**config.mk**
```make
export PLATFORM = sky130hd
export DESIGN_NAME = sprite_rom_arbiter
export DESIGN_NICKNAME = d
export VERILOG_FILES = /design/src/rtl/sprite_rom_arbiter.sv
export SDC_FILE = /design/constraint.sdc
export NUM_CORES = 1
export LEC_CHECK = 0
export CELL_PAD_IN_SITES_DETAIL_PLACEMENT = 1
export CELL_PAD_IN_SITES_GLOBAL_PLACEMENT = 2
export CORE_MARGIN = 1.5
export CORE_UTILIZATION = 21
export DETAILED_ROUTE_END_ITERATION = 6
export GPL_TIMING_DRIVEN = 0
export PLACE_DENSITY = 0.81
export RECOVER_POWER = 25
export SYNTH_ARGS = -nofsm -noshare
export SYNTH_HDL_FRONTEND = slang
export SYNTH_SLANG_ARGS = --single-unit
```
**constraint.sdc**
```tcl
create_clock -name vga_clk -period 2 [get_ports vga_clk]
set_input_delay 0.3 -clock vga_clk [delete_from_list [all_inputs] [get_ports vga_clk]]
set_output_delay 0.3 -clock vga_clk [all_outputs]
set_load 0.02 [all_outputs]
```
**src/rtl/sprite_rom_arbiter.sv**
```systemverilog
// sprite_rom_arbiter: round-robin sharing of one synchronous sprite ROM read port, with tagged returns.
// Optional macro PRIO0_EN gives requester 0 absolute priority over the rotation.
module sprite_rom_arbiter #(
   parameter int NUM_REQ     = 4,
   parameter int ADDR_W      = 10,
   parameter int DATA_W      = 4,
   parameter int ROM_LATENCY = 1,
   parameter int ID_W        = $clog2(NUM_REQ)
) (
   input  logic                      vga_clk,
   input  logic                      Reset,
   input  logic [NUM_REQ-1:0]        req,
   input  logic [NUM_REQ*ADDR_W-1:0] req_addr,
   output logic [NUM_REQ-1:0]        gnt,
   output logic [ADDR_W-1:0]         rom_address,
   input  logic [DATA_W-1:0]         rom_q,
   output logic                      rd_valid,
   output logic [ID_W-1:0]           rd_id,
   output logic [DATA_W-1:0]         rd_data
);
   localparam logic [ID_W:0]   NREQ_W  = (ID_W+1)'(NUM_REQ);
   localparam logic [ID_W-1:0] LAST_ID = ID_W'(NUM_REQ - 1);

   logic [ID_W-1:0]   rr_ptr;
   logic [ID_W-1:0]   win;
   logic              found;
   logic              grant;
   logic [ID_W:0]     cand;
   logic [ID_W-1:0]   ptr_next;
   logic              ptr_adv;
   logic [ADDR_W-1:0] addr_arr [NUM_REQ];
   logic [ADDR_W-1:0] addr_hold;
   logic              tag_vld_p [ROM_LATENCY];
   logic [ID_W-1:0]   tag_id_p  [ROM_LATENCY];

   for (genvar i = 0; i < NUM_REQ; i++) begin : g_unpack
      assign addr_arr[i] = req_addr[i*ADDR_W +: ADDR_W];
   end

`ifdef PRIO0_EN
   // Requester 0 preempts; the rotation covers 1..NUM_REQ-1, so a pointer of 0 behaves as 1.
   logic [ID_W:0] base;

   always_comb begin
      found = 1'b0;
      win   = '0;
      cand  = '0;
      base  = (rr_ptr == '0) ? (ID_W+1)'(1) : {1'b0, rr_ptr};
      if (req[0]) begin
         found = 1'b1;
      end else begin
         for (int k = 0; k < NUM_REQ - 1; k++) begin
            cand = base + (ID_W+1)'(k);
            if (cand >= NREQ_W) cand = cand - (NREQ_W - (ID_W+1)'(1));
            if (!found && req[cand[ID_W-1:0]]) begin
               found = 1'b1;
               win   = cand[ID_W-1:0];
            end
         end
      end
   end

   assign ptr_next = (win == LAST_ID) ? ID_W'(1) : win + ID_W'(1);
   assign ptr_adv  = grant && (win != '0);
`else
   always_comb begin
      found = 1'b0;
      win   = '0;
      cand  = '0;
      for (int k = 0; k < NUM_REQ; k++) begin
         cand = {1'b0, rr_ptr} + (ID_W+1)'(k);
         if (cand >= NREQ_W) cand = cand - NREQ_W;
         if (!found && req[cand[ID_W-1:0]]) begin
            found = 1'b1;
            win   = cand[ID_W-1:0];
         end
      end
   end

   assign ptr_next = (win == LAST_ID) ? '0 : win + ID_W'(1);
   assign ptr_adv  = grant;
`endif

   // Reset suppresses the grant immediately so nothing is launched while it is held.
   assign grant = found && !Reset;

   always_comb begin
      gnt = '0;
      if (grant) gnt[win] = 1'b1;
   end

   assign rom_address = grant ? addr_arr[win] : addr_hold;

   always_ff @(posedge vga_clk or posedge Reset) begin
      if (Reset) begin
         rr_ptr    <= '0;
         addr_hold <= '0;
      end else begin
         addr_hold <= rom_address;
         if (ptr_adv) rr_ptr <= ptr_next;
      end
   end

   // Tag pipeline: stage 0 loads at the grant edge, tracking the ROM read latency.
   always_ff @(posedge vga_clk or posedge Reset) begin
      if (Reset) begin
         for (int i = 0; i < ROM_LATENCY; i++) begin
            tag_vld_p[i] <= 1'b0;
            tag_id_p[i]  <= '0;
         end
      end else begin
         tag_vld_p[0] <= grant;
         tag_id_p[0]  <= win;
         for (int i = 1; i < ROM_LATENCY; i++) begin
            tag_vld_p[i] <= tag_vld_p[i-1];
            tag_id_p[i]  <= tag_id_p[i-1];
         end
      end
   end

   // Output stage: capture rom_q alongside the final tag.
   always_ff @(posedge vga_clk or posedge Reset) begin
      if (Reset) begin
         rd_valid <= 1'b0;
         rd_id    <= '0;
         rd_data  <= '0;
      end else begin
         rd_valid <= tag_vld_p[ROM_LATENCY-1];
         if (tag_vld_p[ROM_LATENCY-1]) begin
            rd_id   <= tag_id_p[ROM_LATENCY-1];
            rd_data <= rom_q;
         end
      end
   end

endmodule

```
==> results of run 1 <==
[how the worst max path moves through the flow]
stage / start / to / cells past startpoint
global placement: Reset / rom_address[8] / 7
finish: Reset / rom_address[3] / 7
global route: Reset / rom_address[3] / 7
CTS: rr_ptr[0] / rom_address[1] / 8
detailed placement: Reset / rom_address[3] / 7
floorplan: req[2] / rom_address[8] / 7
[worst max-delay path: stages]
cell                            delay (ns)
sky130_fd_sc_hd__dlygate4sd3_1        0.65
sky130_fd_sc_hd__clkinvlp_4           0.16
sky130_fd_sc_hd__nand2_1              0.17
sky130_fd_sc_hd__clkinv_2             0.18
sky130_fd_sc_hd__nand2_4              0.22
sky130_fd_sc_hd__o221ai_1             0.18
sky130_fd_sc_hd__buf_4                0.19
[metrics by stage]
stage	cells	cell area [µm²]	total power, µW	setup slack, ns	utilization, %
final	266	2310	2508	-0.3490	41.95
after global routing	266	2310	2646	-0.4295	41.95
after CTS	265	2243	2429	-0.3514	40.74
after detailed placement	248	1998	1755	-1.388	36.29
after global placement	248	1998	1711	-1.265	36.29
after floorplan	106	1207	1279	0.03316	-
[placed cells by master (no fill, tap or decap), types with 2 or more instances in the layout]
| cell | instances |
|---|---|
| sky130_fd_sc_hd__clkdlybuf4s50_1 | 51 |
| sky130_fd_sc_hd__dfrtp_1 | 22 |
| sky130_fd_sc_hd__buf_4 | 18 |
| sky130_fd_sc_hd__nand2_1 | 15 |
| sky130_fd_sc_hd__mux2i_1 | 15 |
| sky130_fd_sc_hd__o221ai_2 | 9 |
| sky130_fd_sc_hd__buf_6 | 7 |
| sky130_fd_sc_hd__mux2_2 | 6 |
| sky130_fd_sc_hd__mux2i_2 | 5 |
| sky130_fd_sc_hd__dlygate4sd2_1 | 4 |
| sky130_fd_sc_hd__and2_1 | 3 |
| sky130_fd_sc_hd__ha_1 | 3 |
| sky130_fd_sc_hd__clkbuf_8 | 3 |
| sky130_fd_sc_hd__nor2_1 | 2 |
| sky130_fd_sc_hd__clkbuf_1 | 2 |
| sky130_fd_sc_hd__inv_2 | 2 |
| sky130_fd_sc_hd__buf_12 | 2 |
| sky130_fd_sc_hd__a21oi_1 | 2 |
| sky130_fd_sc_hd__nand2_4 | 2 |
[area by class of cell]
| class | instances | area (µm²) | area share [%] |
|---|---|---|---|
| inverters | 6 | 35.03 | 1.517 |
| well taps | 72 | 90.09 | 3.900 |
| multi-input cells | 73 | 683.2 | 29.58 |
| flip-flops and latches | 22 | 550.5 | 23.84 |
| clock inverters | 1 | 30.03 | 1.300 |
| repair buffers | 83 | 814.5 | 35.27 |
| plain buffers | 5 | 60.06 | 2.600 |
| clock buffers | 3 | 41.29 | 1.788 |
| repair inverters | 1 | 5.005 | 0.2167 |
[sequential cells by signal (all words and copies together) (netlist names)]
register	flops
tag_id_p	2
rd_valid	1
rr_ptr	2
addr_hold	10
rd_id	2
tag_vld_p	1
rd_data	4
[where the power goes]
group / internal [µW] / leakage (µW) / total, µW / switching [µW]
logic: 764 / 0.000723 / 1440 / 672
clock network: 268 / 0.0000357 / 428 / 160
registers: 581 / 0.000264 / 644 / 63.1
[kinds of logic after synthesis]
kind of cell / count (synthesis)
AND/OR/NAND/NOR: 26
multiplexers: 26
buffers and inverters: 11
flip-flops: 22
adder cells (fa/ha/maj): 4
AO/OA/AOI/OAI: 17
[repair_timing]
item | CTS | global route
hold buffers | 0 | 0
setup endpoints to repair | 26 | 15
pin swaps | 7 | 3
gates cloned | 2 | 1
setup buffers | 11 | 3
resized for setup | 112 | 12
[metal layers]
metal / global-route usage, % / routed length, µm / vias up
met2: 25.52 / 2222 / 52
met5: 0 / 0 / -
li1: - / - / 557
met4: 4.821 / 85 / 0
met1: 16.13 / 1723 / 574
met3: 2.184 / 246 / 8
==> results list, run 1 <==
- HPWL reported at the end of detailed placement: 2950 µm
* Warnings from Yosys: 0
- Clock insertion delay at the later pin of the skew report: 0.27 ns
- Entering global routing, the biggest net connects 14 pins.
- Final worst slack: -0.3490 ns
- The worst register-to-register path ends at addr_hold[7].
* Global-route wire length before repair: 6555 µm
- The count of nets left with antenna violations once routing finished came out at 0.
- Total clock sinks: 22
* Slew at the pin closest to its max-slew limit: 0.6048 ns
- Antenna violations before repair: 0
* Predominant post-synthesis flop cell: sky130_fd_sc_hd__dfrtp_1
- The synthesized netlist devotes 0% of its cell area to XOR and XNOR gates.
- The flow ran to the end, but the final reports show violations.
- Final hold slack: 0.4278 ns
- For the final database, setup skew stands at 0.005210 ns.
- The worst-case IR drop observed on VDD is about 0.37 mV.
- Clock-pin slew was measured on the worst setup and hold paths at around 0.090 ns.
- Cell types occupying the most area after synthesis: sky130_fd_sc_hd__dfrtp_1 46%, sky130_fd_sc_hd__mux2i_1 17%, sky130_fd_sc_hd__o221ai_1 7.3%
* Worst slew margin relative to its limit: 59.68%
- Of all cell types, the one taking the most synthesized area is sky130_fd_sc_hd__dfrtp_1.
- Portion of synthesized cell area occupied by the leading cell type: 45.74%
- Fin crit period: 2.349 ns
- Area grow syn2layout: 91.89%
- Synthesis produced a netlist whose cell count is 106.
- TritonCTS built the clock tree.
- 0 antenna diodes ended up in the layout.
- The startpoint identified for the worst hold timing path is tag_vld_p.
* Final Hold Fails: 0
* Total number of vias: 1191
- CTS built an H-tree with a depth of 1.
- The share of the Yosys chip area taken by registers is a little under half.
- Instance count along the most critical hold path: 0
- Net count after synthesis: 160
- For hold timing, the worst endpoint is rd_valid.
- Effective utilization at floorplan: between 20 and 25%
* Type of destination of the critical path: output pin
- In the final timing run, aggregate negative setup slack is -4.029 ns.
- Across the run, the number of max-cap violations was 0.
* Slack of the worst reg-to-reg path: 0.09 ns
- Compound-Gate Fraction of Synth Area: 11.43%
- The mapped netlist covers 1204 µm².
- Data arrival time of the critical path: approximately 2.1 ns
- Global routing used between 10% and 20% of the available tracks across all layers.
- Clock tree synthesis inserted a total of 3 buffers.
- Number of endpoints failing setup at the final stage: 14
- At the worst endpoint, the required time is ~1.7 ns.
- Fill cells: approximately 600
* Final net count: roughly 250
- By instance count, the leading cell after synthesis is sky130_fd_sc_hd__dfrtp_1.
- After detailed routing, the number of vias per cell comes to 4.477.
* Async S/R FF share, synth: 100.0%
* Clock tree root buffer cell: sky130_fd_sc_hd__clkbuf_8
* PwrDens: between 1000 and 1500 nW/µm²
* Class of the worst hold path: flip-flop to flip-flop
* First-pass iteration count of the detailed router: 4
- The floorplan step defined a die boundary enclosing 6194 µm².
- STA classifies the critical path startpoint as a primary input.
* Total number of placement rows: 27
* Startpoint of the lowest-slack register-to-register path: rr_ptr[0]
* Proportion of synthesized area in mux cells: 22.25%
* Failing checks: setup timing
- The critical path is of the primary input to output pin type.
- The die is 78.71 µm tall.
- Average wire per cell in the routed design: 16.08 µm
- Number of global-route vias before repair: about 1.3k
- After synthesis, the largest family of logic cells by area is multiplexers.
- Averaged over all synthesized cells, the footprint is 11.36 µm².
- Die width: 78.71 µm
- The final layout contains routed wiring with a total length of roughly 4300 µm.
- between 70 and 80 I/O pins were placed.
- R2r worst-path depth: 9
- Clock tree buffer depth: 2
- Setup repair after global routing could not meet its margin everywhere.
* Area of the core: roughly 5500 µm²
- The netlist uses 22 different library cells.
- In the finished design, the share of the clock period the worst path needs comes to 117.4%.
- Buffers placed on the I/O ports in this run total 70.
- Of all nets on the critical path, the largest fanout is 10.
- Final-report max-slew violation count: 0
- The synthesized design contains 22 register bits.
- Maximum clock frequency: approximately 430 MHz
* EDFF count, synth: 0
- LEAKAGE: ~0.001 µW
- The synthesized netlist devotes 4.158% of its cell area to adder and majority cells.
- Cells with a size suffix above 1 make up 34.54% of the layout.
* Post-synthesis simple-gate area fraction: under 10%
- Global routing finished with a remaining overflow of 0.
- Most used standard cells in the synthesized netlist: 22 x sky130_fd_sc_hd__dfrtp_1, 20 x sky130_fd_sc_hd__mux2i_1, 17 x sky130_fd_sc_hd__nand2_1, 10 x sky130_fd_sc_hd__o221ai_1, 6 x sky130_fd_sc_hd__mux2_2
- Remaining design rule violation count: 0
- In this run, the number of DRC markers left after iteration 0 of detailed routing was 24.
- Routability-driven placement finished with a final weighted congestion of a little under 0.7.
Note: power is estimated with default switching activity, not from simulation.
==> run 2: changes to the inputs <==
--- a/config.mk
+++ b/config.mk
@@ -9,7 +9,9 @@
 export CELL_PAD_IN_SITES_GLOBAL_PLACEMENT = 2
 export CORE_MARGIN = 1.5
 export CORE_UTILIZATION = 21
+export CTS_CLUSTER_SIZE = 40
 export DETAILED_ROUTE_END_ITERATION = 6
+export GPL_ROUTABILITY_DRIVEN = 0
 export GPL_TIMING_DRIVEN = 0
 export PLACE_DENSITY = 0.81
 export RECOVER_POWER = 25
==> results of run 2 <==
No change in the layout: final DEF, timing and power equal those of run 1.
==> run 3: changes to the inputs <==
--- a/config.mk
+++ b/config.mk
@@ -9,12 +9,13 @@
 export CELL_PAD_IN_SITES_GLOBAL_PLACEMENT = 2
 export CORE_MARGIN = 1.5
 export CORE_UTILIZATION = 21
-export CTS_CLUSTER_SIZE = 40
+export CTS_CLUSTER_SIZE = 8
 export DETAILED_ROUTE_END_ITERATION = 6
 export GPL_ROUTABILITY_DRIVEN = 0
 export GPL_TIMING_DRIVEN = 0
 export PLACE_DENSITY = 0.81
 export RECOVER_POWER = 25
+export SKIP_CTS_REPAIR_TIMING = 1
 export SYNTH_ARGS = -nofsm -noshare
 export SYNTH_HDL_FRONTEND = slang
 export SYNTH_SLANG_ARGS = --single-unit
==> results list, run 3 (synthesis results as in run 1) <==
- Remaining design rule violation count: 0 (unchanged)
- The count of placed standard cells in the final layout, fillers left out came to 267 (was 266).
* HPWL reported at the end of detailed placement: 2950 µm (unchanged)
* Slew at the pin closest to its max-slew limit: 0.5934 ns (was 0.6048 ns)
- The floorplan die area was 6194 µm² (unchanged).
* Number of global-route vias before repair: 1232 (was 1340)
- The kind of path behind the tightest hold check is primary input to asynchronous set/reset pin (was flip-flop to flip-flop).
- The average routed wire per standard cell was 16.29 µm (was 16.08 µm).
- The critical path data required time was 1.70 ns (about the same).
* Clock insertion delay at the later pin of the skew report: 0.27 ns (about the same)
- Post-Place Cells: 248 (unchanged)
- Area of the core: 5507 µm² (unchanged)
* Final Hold Fails: 0 (unchanged)
- R2r worst-path depth: 8 (was 9)
* Die width: 78.71 µm (unchanged)
* Period utilization: 119.1% (was 117.4%)
- The total vias in the final route came to 1214 (was 1191).
- The final layout net count came to 250 (was 249).
- Clock tree buffer depth: 2 (unchanged)
* Data arrival time of the critical path: 2.08 ns (was 2.05 ns)
- The largest net degree at the start of global routing was 25 (was 14).
- The number of max-cap violations was 0 (unchanged).
- The global-route total usage across every layer is 12.59% (was 13.85%).
- The static power due to leakage was 0.001038 µW (was 0.001022 µW).
- CTS tree: yes (unchanged)
* Leading cell types in the layout, fill and taps excluded: 51 x sky130_fd_sc_hd__clkdlybuf4s50_1, 22 x sky130_fd_sc_hd__dfrtp_1, 16 x sky130_fd_sc_hd__mux2i_1 (was 51 x sky130_fd_sc_hd__clkdlybuf4s50_1, 22 x sky130_fd_sc_hd__dfrtp_1, 18 x sky130_fd_sc_hd__buf_4)
- Fill cells: 584 (was 599)
- Post-route total power: 2463 µW (was 2508 µW)
- Reg clk slew, reported paths: 0.08 ns (was 0.09 ns)
- Maximum clock frequency: 419.9 MHz (was 425.7 MHz)
* Total number of placement rows: 27 (unchanged)
- Cells traversed along the worst timing path: nor2b_2 > a21o_1 > a211o_1 > buf_6 > buf_12 > mux2i_4 > o221ai_2 > buf_4 (was dlygate4sd3_1 > clkinvlp_4 > nand2_1 > clkinv_2 > nand2_4 > o221ai_1 > buf_4)
- The wire length after detailed routing came to 4350 µm (was 4278 µm).
* Area grow syn2layout: 95.74% (was 91.89%)
- The number of flip-flops under the largest register name was 10 (unchanged).
- Effective utilization at floorplan: 21.86% (unchanged)
- The quantity of I/O buffers inserted on ports is 70 (unchanged).
- The setup skew after layout was 0.002503 ns (was 0.005210 ns).
- The number of routed nets with antenna violations was 0 (unchanged).
* Total CTS buffers: 3 (unchanged)
- The maximum ir drop on the vdd rail is 0.4224 mV (was 0.3705 mV).
- The family with the most delay on the worst path is compound AO/OA/AOI/OAI gates (was buffers and inverters).
- The initial antenna violation count came to 0 (unchanged).
- Register with the most flip-flops: addr_hold (unchanged)
- The number of ports placed on the die boundary came to 71 (unchanged).
- The category of the critical setup timing path is flip-flop to output pin (was primary input to output pin).
- Slack of the worst reg-to-reg path: 0.22 ns (was 0.09 ns)
- The max-slew violation count was 0 (unchanged).
- Startpoint of the lowest-slack register-to-register path: rr_ptr[0] (unchanged)
- The minimum clock period after layout came to 2.382 ns (was 2.349 ns).
* Worst slew margin relative to its limit: 60.22% (was 59.68%)
- Number of H-tree branching levels: 1 (unchanged)
- The remaining global-route overflow came to 0 (unchanged).
* Biggest fanout along the worst timing path: 6 (was 10)
* Setup repair after global routing missed its margin: true (unchanged)
* Total clock sinks: 22 (unchanged)
- The per-cell via count in the routed design was 4.547 (was 4.477).
* Launching element type of the critical path: flip-flop (was primary input)
- The number of buffers and inverters on the critical path was 3 (was 4).
- The most frequent standard cell in the layout excluding fill and tap cells is sky130_fd_sc_hd__clkdlybuf4s50_1 (unchanged).
- First-pass iteration count of the detailed router: 4 (unchanged)
- The wire length of the first global-routing pass came to 5927 µm (was 6555 µm).
- The cell chosen for the clock root was sky130_fd_sc_hd__clkbuf_8 (unchanged).
- DIE HEIGHT: 78.71 µm (unchanged)
- Type of destination of the critical path: output pin (unchanged)
* Biggest registers after layout: addr_hold x10, rd_data x4 (unchanged)
* Endpoint of the lowest-slack register-to-register path: addr_hold[6] (was addr_hold[7])
* Diodes inserted: 0 (unchanged)
* Number of endpoints failing setup at the final stage: 14 (unchanged)
* Iteration-0 DRC count of the detailed router: 31 (was 24)
- CP max stage cell: sky130_fd_sc_hd__dfrtp_1 (was sky130_fd_sc_hd__dlygate4sd3_1)
- The least setup slack across all paths after layout came to -0.3815 ns (was -0.3490 ns).
- Failing checks: setup timing (unchanged).
* Biggest cell delay along the critical path: 0.39 ns (was 0.65 ns)
- Status: complete, but fails checks (unchanged).
- The layout cell share with drive strength beyond 1 is 36.41% (was 34.54%).
- The power density over the cells is 1046 nW/µm² (was 1086 nW/µm²).
==> run 3: changes by cell type in the layout (fill, tap and decap cells not counted), sizes merged <==
cell / before / now
clkbuf: 7 / 14
buf: 28 / 22
dlygate4sd2: 4 / 0
dlymetal6s2s: 0 / 4
clkinvlp: 2 / 4
clkinv: 1 / 0
dlygate4sd3: 1 / 0
==> run 3: area by class of cell <==
| cell class | instances | area, µm² | share of cell area [%] |
|---|---|---|---|
| Buffer | 5 | 60.06 | 2.549 |
| Inverter | 6 | 32.53 | 1.381 |
| Clock buffer | 3 | 41.29 | 1.753 |
| Clock inverter | 1 | 30.03 | 1.275 |
| Multi-Input combinational cell | 73 | 732.0 | 31.07 |
| Sequential cell | 22 | 550.5 | 23.37 |
| Tap cell | 72 | 90.09 | 3.824 |
| Timing Repair inverter | 2 | 10.01 | 0.4249 |
| Timing Repair Buffer | 83 | 809.5 | 34.36 |
==> run 3: worst max path at each step <==
stage / slack (ns) / cells after the start / startpoint / end
after global placement: -1.27 / 7 / Reset / rom_address[8]
after CTS: -1.39 / 7 / Reset / rom_address[1]
after detailed placement: -1.39 / 7 / Reset / rom_address[3]
final: -0.38 / 8 / rr_ptr[0] / rom_address[1]
after floorplan: 0.03 / 7 / req[2] / rom_address[8]
after global routing: -0.47 / 8 / rr_ptr[0] / rom_address[1]
==> run 3: metrics by stage <==
step | worst slack [ns] | TNS, ns | hold slack, ns | util [%] | cell area, µm²
6_report | -0.3815 | -4.196 | 0.003781 | 42.79 | 2356
5_1_grt | -0.4664 | -5.267 | 0.01895 | 42.79 | 2356
4_1_cts | -1.394 | -21.39 | 0.4255 | 37.58 | 2069
3_5_place_dp | -1.388 | -24.76 | 0.4138 | 36.29 | 1998
3_3_place_gp | -1.265 | -22.05 | 0.3594 | 36.29 | 1998
2_1_floorplan | 0.03316 | 0 | 0.1737 | - | 1207
==> run 3: routing by layer <==
metal | vias to the layer above | wire [µm] | GRT usage, % | part of all wire [%]
met3 | 8 | 251 | 2.299 | 5.8
met2 | 58 | 2304 | 23.36 | 53
met5 | - | 0 | 0 | 0
met4 | 0 | 79 | 4.107 | 1.8
met1 | 583 | 1714 | 14.43 | 39
li1 | 565 | - | - | -
==> run 3: power by group <==
part | internal [µW] | switching [µW] | total [µW]
Combinational | 712 | 684 | 1400
Sequential | 581 | 63.8 | 645
Clock | 268 | 156 | 423
Total | 1560 | 903 | 2460
==> run 3: worst reg2reg max path, delay by kind of cell, from the launching register on <==
family | cells | cell delay (ns)
compound gates | 3 | 0.59
buf+inv | 3 | 0.47
flops | 1 | 0.39
mux | 1 | 0.17
simple gates | 1 | 0.06
